`src/rtl/canvas_blitter.sv`:
```
// Raster-order read engine: scans a clipped rectangle of the 320x240 canvas RAM and streams
// pixels to the VGA adapter. Define CANVAS_BLITTER_TRANSPARENT_KEY_EN to suppress key-coloured plots.
module canvas_blitter #(
   parameter int CBIT   = 11,
   parameter int H_RES  = 320,
   parameter int V_RES  = 240,
   parameter int ADDR_W = 17
) (
   input  logic              clock,
   input  logic              resetn,
   input  logic              start,
   input  logic [8:0]        x0,
   input  logic [7:0]        y0,
   input  logic [8:0]        width,
   input  logic [7:0]        height,
   input  logic              pause,
   input  logic [CBIT:0]     key_colour,
   output logic [ADDR_W-1:0] mem_addr,
   input  logic [CBIT:0]     mem_q,
   output logic [8:0]        vga_x,
   output logic [7:0]        vga_y,
   output logic [CBIT:0]     vga_colour,
   output logic              plot,
   output logic              busy,
   output logic              done
);

   typedef enum logic [1:0] {StIdle, StRun, StDrain, StDone} state_e;

   state_e              state_q, state_d;
   logic [8:0]          cx_q, cx_d, x0_q, x0_d, xl_q, xl_d;
   logic [7:0]          cy_q, cy_d, yl_q, yl_d;
   logic [ADDR_W-1:0]   addr_q, addr_d;
   logic                s1_v_q, s1_v_d;
   logic [8:0]          s1_x_q, s1_x_d;
   logic [7:0]          s1_y_q, s1_y_d;
   logic                plot_q, plot_d;
   logic [8:0]          vga_x_q, vga_x_d;
   logic [7:0]          vga_y_q, vga_y_d;
   logic [CBIT:0]       vga_colour_q, vga_colour_d;

   logic [8:0]          rem_x, ew;
   logic [7:0]          rem_y, eh;
   logic                empty, issue, hit;

   // y*320 + x as two shifts; exact in ADDR_W bits.
   function automatic logic [ADDR_W-1:0] pix_addr(input logic [7:0] y, input logic [8:0] x);
      return (ADDR_W'(y) << 8) + (ADDR_W'(y) << 6) + ADDR_W'(x);
   endfunction

   always_comb begin
      rem_x = 9'(H_RES) - x0;
      rem_y = 8'(V_RES) - y0;
      ew    = (width < rem_x) ? width : rem_x;
      eh    = (height < rem_y) ? height : rem_y;
      empty = (x0 >= 9'(H_RES)) || (y0 >= 8'(V_RES)) || (ew == 9'd0) || (eh == 8'd0);
   end

`ifdef CANVAS_BLITTER_TRANSPARENT_KEY_EN
   assign hit = (mem_q == key_colour);
`else
   logic unused_key;
   assign unused_key = ^key_colour;
   assign hit        = 1'b0;
`endif

   always_comb begin
      state_d = state_q;
      cx_d    = cx_q;
      cy_d    = cy_q;
      x0_d    = x0_q;
      xl_d    = xl_q;
      yl_d    = yl_q;
      addr_d  = addr_q;
      issue   = 1'b0;
      unique case (state_q)
         StIdle: begin
            if (start) begin
               if (empty) begin
                  state_d = StDone;
               end else begin
                  state_d = StRun;
                  x0_d    = x0;
                  xl_d    = x0 + ew - 9'd1;
                  yl_d    = y0 + eh - 8'd1;
                  cx_d    = x0;
                  cy_d    = y0;
                  addr_d  = pix_addr(y0, x0);
               end
            end
         end
         StRun: begin
            if (!pause) begin
               issue = 1'b1;
               if (cx_q == xl_q) begin
                  if (cy_q == yl_q) begin
                     state_d = StDrain;
                  end else begin
                     cx_d   = x0_q;
                     cy_d   = cy_q + 8'd1;
                     addr_d = pix_addr(cy_q + 8'd1, x0_q);
                  end
               end else begin
                  cx_d   = cx_q + 9'd1;
                  addr_d = pix_addr(cy_q, cx_q + 9'd1);
               end
            end
         end
         // The last read is in flight while s1_v_q is high; it plots this cycle once that drops.
         StDrain: if (!s1_v_q) state_d = StDone;
         StDone:  state_d = StIdle;
         default: state_d = StIdle;
      endcase
   end

   always_comb begin
      s1_v_d       = issue;
      s1_x_d       = issue ? cx_q : s1_x_q;
      s1_y_d       = issue ? cy_q : s1_y_q;
      plot_d       = s1_v_q && !hit;
      vga_x_d      = plot_d ? s1_x_q : vga_x_q;
      vga_y_d      = plot_d ? s1_y_q : vga_y_q;
      vga_colour_d = plot_d ? mem_q  : vga_colour_q;
   end

   always_ff @(posedge clock) begin
      if (!resetn) begin
         state_q      <= StIdle;
         cx_q         <= '0;
         cy_q         <= '0;
         x0_q         <= '0;
         xl_q         <= '0;
         yl_q         <= '0;
         addr_q       <= '0;
         s1_v_q       <= 1'b0;
         s1_x_q       <= '0;
         s1_y_q       <= '0;
         plot_q       <= 1'b0;
         vga_x_q      <= '0;
         vga_y_q      <= '0;
         vga_colour_q <= '0;
      end else begin
         state_q      <= state_d;
         cx_q         <= cx_d;
         cy_q         <= cy_d;
         x0_q         <= x0_d;
         xl_q         <= xl_d;
         yl_q         <= yl_d;
         addr_q       <= addr_d;
         s1_v_q       <= s1_v_d;
         s1_x_q       <= s1_x_d;
         s1_y_q       <= s1_y_d;
         plot_q       <= plot_d;
         vga_x_q      <= vga_x_d;
         vga_y_q      <= vga_y_d;
         vga_colour_q <= vga_colour_d;
      end
   end

   assign mem_addr   = addr_q;
   assign vga_x      = vga_x_q;
   assign vga_y      = vga_y_q;
   assign vga_colour = vga_colour_q;
   assign plot       = plot_q;
   assign busy       = (state_q == StRun) || (state_q == StDrain);
   assign done       = (state_q == StDone);

endmodule
```
`config.mk`:
```
export PLATFORM = sky130hd
export DESIGN_NAME = canvas_blitter
export DESIGN_NICKNAME = d
export VERILOG_FILES = /design/src/rtl/canvas_blitter.sv
export SDC_FILE = /design/constraint.sdc
export NUM_CORES = 1
export LEC_CHECK = 0
export BUFFER_PORTS_ARGS = -buffer_cell sky130_fd_sc_hd__buf_2
export CAP_MARGIN = 0
export CORE_ASPECT_RATIO = 0.6
export CORE_MARGIN = 2
export CORE_UTILIZATION = 50
export CTS_CLUSTER_SIZE = 40
export DETAILED_ROUTE_END_ITERATION = 10
export GPL_TIMING_DRIVEN = 0
export PLACE_DENSITY = 0.71
export SETUP_SLACK_MARGIN = 0.5
export SYNTH_ARGS = -nofsm -noshare
export SYNTH_HDL_FRONTEND = slang
export SYNTH_SLANG_ARGS = --single-unit
```
`constraint.sdc`:
```
create_clock -name clock -period 6.6 [get_ports clock]
set_input_delay 0.99 -clock clock [delete_from_list [all_inputs] [get_ports clock]]
set_output_delay 0.99 -clock clock [all_outputs]
set_load 0.01 [all_outputs]
```
== Word level (Yosys, flattened, before mapping) ==
Cells that the tools add are included.

* Order comparisons: 4
* Eq/ne operators: 13
* Bitwise gates (word level): 1
* Mux-type cells: 29
* Reduce and logical (&&, ||, !) cells: 12
* $add $sub $neg: 14

{| class="wikitable"
|+ Operators with widths
! kind !! number
|-
| 17-bit 2-to-1 mux || 5
|-
| 9-bit 2-to-1 mux || 6
|-
| 16-bit by 14-bit adder with 17-bit output || 3
|-
| 17-bit by 9-bit adder with 17-bit output || 3
|-
| 8-bit 2-to-1 mux || 6
|-
| 17-bit one-hot mux with 2 select lines || 1
|-
| 9-bit one-hot mux with 2 select lines || 1
|-
| 8-bit one-hot mux with 2 select lines || 1
|-
| 2-bit != test (second input constant) || 7
|-
| 2-bit 2-to-1 mux || 6
|-
| 5-bit AND reduction || 2
|-
| 9-bit by 1-bit adder with 9-bit output (second input constant) || 1
|-
| 9-bit adder || 1
|-
| 9-bit == test || 1
|-
| 9-bit >= comparator (second input constant) || 1
|-
| 9-bit logical NOT || 1
|-
| 9-bit less-than comparator || 1
|-
| 9-bit by 1-bit subtractor with 9-bit output (second input constant) || 1
|-
| 9-bit subtractor (first input constant) || 1
|-
| 8-bit by 1-bit adder with 8-bit output (second input constant) || 1
|-
| 8-bit adder || 1
|-
| 8-bit == test || 1
|-
| 8-bit >= comparator (second input constant) || 1
|-
| 8-bit logical NOT || 1
|-
| 14 further kinds || 19
|}

* Output and inout bits: 49
* Flip-flop bits (word level): 110
* Input bits: 62

== Logic depth before layout (Yosys ltp) ==
* Word-level depth: 9
* Gate-level depth with buffers: 26
* Depth with buffers taken out: 25

== Worst setup path after synthesis ==
OpenSTA, ideal clock, no wires.

* Kind: input -> register
* Start: input x0[0]
* End: register xl_q[8]
* Buffers on the path: 1
* Path slack: 1097 ps
* Setup time: 115 ps
* Arrival time: 5388 ps
* Cell stages on the path: 25
* Required time: 6485 ps
* Path through: inv_1 ha_1 nor2b_1 nand2_1 a21oi_1 xor2_1 inv_1 ha_1 and2_1 a221o_1 o21ai_4 clkbuf_1 a21oi_1 ha_1 inv_1 ha_1 a21o_1 a21oi_1 o21bai_1 a21oi_1 o21bai_1 a21oi_1 xnor2_1 mux2i_1 o21a_1

* Cells in the longest elaborated chain, start to end: 8
* Elaborated cells between the ends (all ways): 12
* Those cells by class: add/sub: 3; order compare: 2; mux: 1; bitwise: 1; reduce/logical: 5

{| class="wikitable"
|+ Ends and longest elaborated chain
! element !! RTL line !! text
|-
| start: declaration || 12 || <nowiki>input logic [8:0] x0,</nowiki>
|-
| branches (longest 8 deep; another with 9-bit subtractor) || - ||
|-
| end signal: assignment || 147 || <nowiki>xl_q <= xl_d;</nowiki>
|-
| end: declaration || 31 || <nowiki>logic [8:0] cx_q, cx_d, x0_q, x0_d, xl_q, xl_d;</nowiki>
|}

Parallel ways; which one is timed is not known.
A chain may end at the register's enable or synchronous reset.

== Worst setup path in the final report ==
* Start: input x0[1]
* End: register xl_q[8]

Same word-level chain as after synthesis.

==> metrics.md <==
| Metric | Value |
|---|---|
| EDFF count, synth | `0` |
| Flops & latches, synth | `104` |
| Synth area leaders | `dfxtp_1 27%, ha_1 15%, mux2i_1 10%, nor2_1 5.1%, a21oi_1 4.8%` |
| Ports | `111` |
| H-tree Lvls | `3` |
| Clk root buf | `clkbuf_16` |
| Fmax | `177 MHz` |
| Lkg Pwr | `4.24 nW` |
| Clk Latency, worst-skew pair | `0.36 ns` |
| Synthesis-to-layout area growth | `14.1%` |
| CTS sink cnt | `104` |
| Slowest cell on crit path | `a221o_1` |
| Min cycle time layout | `5.66 ns` |
| Clock buffer depth | `2` |
| Status | `finished clean` |
| Routed len/inst | `17.1 um` |
| Synth Cell Area | `7760 sq um` |
| Synth Instances | `923` |
| Filler cells | `1416` |
| Synth Area in Simple Gates | `0.139` |
| Worst Min Path Start | `mem_addr[14]` |
| Post-Synth XOR/XNOR Area | `0.0836` |
| Drt drc | `0` |
| Core area | `15200 sq um` |
| Total Routed Length | `21200 um` |
| Most frequent cell after synthesis | `nor2_1` |
| Synth cell types | `61` |
| WP buf/inv | `5` |
| Hold buffers post-CTS | `0` |
| Syn Nets | `1085` |
| Setup_tns | `0 ns` |
| Final Hold Violating Endpoints | `0` |
| Critical path class | `primary input to register` |
| Slowest stage delay, CP | `0.35 ns` |
| Tot GR Track Use | `0.258` |
| HP Class | `register to register` |
| Adder-cell share of the synthesized area | `0.169` |
| Critical Path Start Type | `primary input` |
| First-pass GRT wire length | `33000 um` |
| Power per standard cell area | `373 nW/um^2` |
| Setup crit start | `x0[1]` |
| Final setup violation count | `0` |
| Complex-gate fraction of the synthesized area | `0.166` |
| CTS tree | `yes` |
| Crit path top cell by count | `a21oi_1` |
| Pins over their slew limit | `0` |
| Largest net degree at the start of global routing | `23` |
| Crit. End Element | `register` |
| DIE HEIGHT | `100 um` |
| DP Wirelength | `16700 um` |
| Max-cap violations | `0` |
| Clk_skew | `0.0121 ns` |
| Utilization after layout | `0.581` |
| Worst-margin pin slew | `0.926 ns` |
| Synth Warn # | `0` |
| Ant diodes | `0` |
| RSZ-0062 raised after global routing | `no` |
| Seq. cell area | `2080 sq um` |
| Worst IR drop on VDD | `0.000209 V` |
| Crit path max fanout | `10` |
| # nets final | `1196` |
| Seq/Total Area, Yosys | `0.268` |
| Mux share of post-synthesis cell area | `0.108` |
| Die area | `16600 sq um` |
| Layout cell share with drive strength beyond 1 | `0.145` |
| Req. time, crit path | `6.90 ns` |
| Row Count | `35` |
| Synth top area share | `0.268` |
| Vias in the first global route | `6146` |
| Slew headroom | `0.377` |
| Die X-Extent | `165 um` |
| Delay-heaviest family, CP | `compound AO/OA/AOI/OAI gates` |
| GP Congestion | `0.928` |
| Reg clk slew, reported paths | `0.08 ns` |
| Largest family of logic cells by synthesized area | `adder cells` |
| Via count | `6860` |
| R2r startpoint | `cx_q[2]` |
| FFs w/ async S/R, synth | `0` |
| Drt pass-1 iters | `5` |
| Multi-input gate area | `5170 sq um` |
| Synth area leader | `dfxtp_1` |
| Initial antenna violation count | `0` |
| Worst EP arrival | `5.96 ns` |
| Synth cell count leaders | `106 x nor2_1, 104 x dfxtp_1, 92 x ha_1` |
| Synthesized area per cell | `8.40 sq um` |
| Antenna viol nets, final | `0` |
| Initial Utilization | `0.509` |
| Primary FF master, synth | `dfxtp_1` |
| Via/cell ratio | `5.52` |
| Global route total overflow | `0` |
| CTS buffer count | `9` |
| Initial drt markers | `525` |
| IO Port Bufs | `96` |
| Period utilisation layout | `0.858` |
cell type report:
| type | count | share of cell area |
|---|---|---|
| clock inverters | 7 | 0.0106 |
| inverters | 74 | 0.0314 |
| flip-flops and latches | 104 | 0.235 |
| repair buffers | 100 | 0.0577 |
| clock buffers | 9 | 0.0255 |
| well taps | 203 | 0.0287 |
| plain buffers | 51 | 0.0270 |
| multi-input cells | 694 | 0.584 |
routing by layer:
metal  track usage  up-vias  share of wire
met4        0.0555        0          0.012
met1         0.416     3171           0.54
met5             0        -              0
li1              -     3416              -
met3        0.0469       21          0.077
met2         0.347      252           0.38
registers in the layout (all words and copies together), names as in the netlist:
register and cells:
yl_q 8, mem_addr 11, plot_d 1, vga_y 8
state_q 2, s1_x_q 9, s1_y_q 8, cy_q 8
vga_colour 12, plot 1, xl_q 9, x0_q 9
cx_q 9, vga_x 9
power breakdown:
part / switching, W / internal (W) / total [W]
Combinational: 0.00114 / 0.000760 / 0.00190
Sequential: 0.000110 / 0.000739 / 0.000849
Clock: 0.000284 / 0.000275 / 0.000559
worst paths after layout:
kind                            cells after the start  slack [ns]           end
worst max-delay path                               27        0.94       xl_q[8]
worst min-delay path                                2        0.46  mem_addr[14]
worst max register to register                     17        2.42  mem_addr[15]
worst min register to register                      2        0.46  mem_addr[14]
kinds of logic after synthesis:
family	Yosys count
AO/OA/AOI/OAI	193
buffers and inverters	125
adder cells (fa/ha/maj)	100
XOR/XNOR	74
multiplexers	83
flip-flops	104
AND/OR/NAND/NOR	244
through the flow:
step	power (W)	cells	instance area, sq um	hold slack, ns	setup WS (ns)
final	0.00330	1242	8850	0.457	0.937
after CTS	0.00327	1238	8810	0.458	0.516
after global routing	0.00352	1242	8850	0.482	0.497
after floorplan	0.00219	923	7760	0.436	1.10
after detailed placement	0.00270	1222	8490	0.446	0.194
after global placement	0.00267	1222	8490	0.444	0.185
worst reg2reg max path, delay by kind of cell, from the launching register on:
family                   cells  cell delay (ns)
AO/OA/AOI/OAI                6             1.12
multiplexers                 2             0.41
XOR/XNOR                     2             0.36
flip-flops                   1             0.33
adder cells (fa/ha/maj)      2             0.97
AND/OR/NAND/NOR              3             0.55
buffers and inverters        2             0.36
placed cells by master, fill, tap and decap left out, drive strengths merged, types with 4 or more instances in the layout:
master and count:
inv 75, nand2b 6, dfxtp 104, a21oi 74, mux2i 79, o21ai 34, o21bai 12, nor2b 6
nand2 73, and3 5, nor2 106, a21o 12, clkbuf 44, or3 6, a211o 6, nand3 8
buf 116, nand4 5, clkinv 6, and2 4, a211oi 12, nor3 8, fa 8, o211ai 6
xnor2 39, a32oi 6, or4 4, mux2 4, o21a 5, ha 92, nor4 10, xor2 35
repair_timing:
item | in CTS | in global routing
endpoints found under the setup margin | 0 | 3
buffers inserted | 0 | 4
resized for setup | 0 | 7
Note: power is estimated with default switching activity, not from simulation.
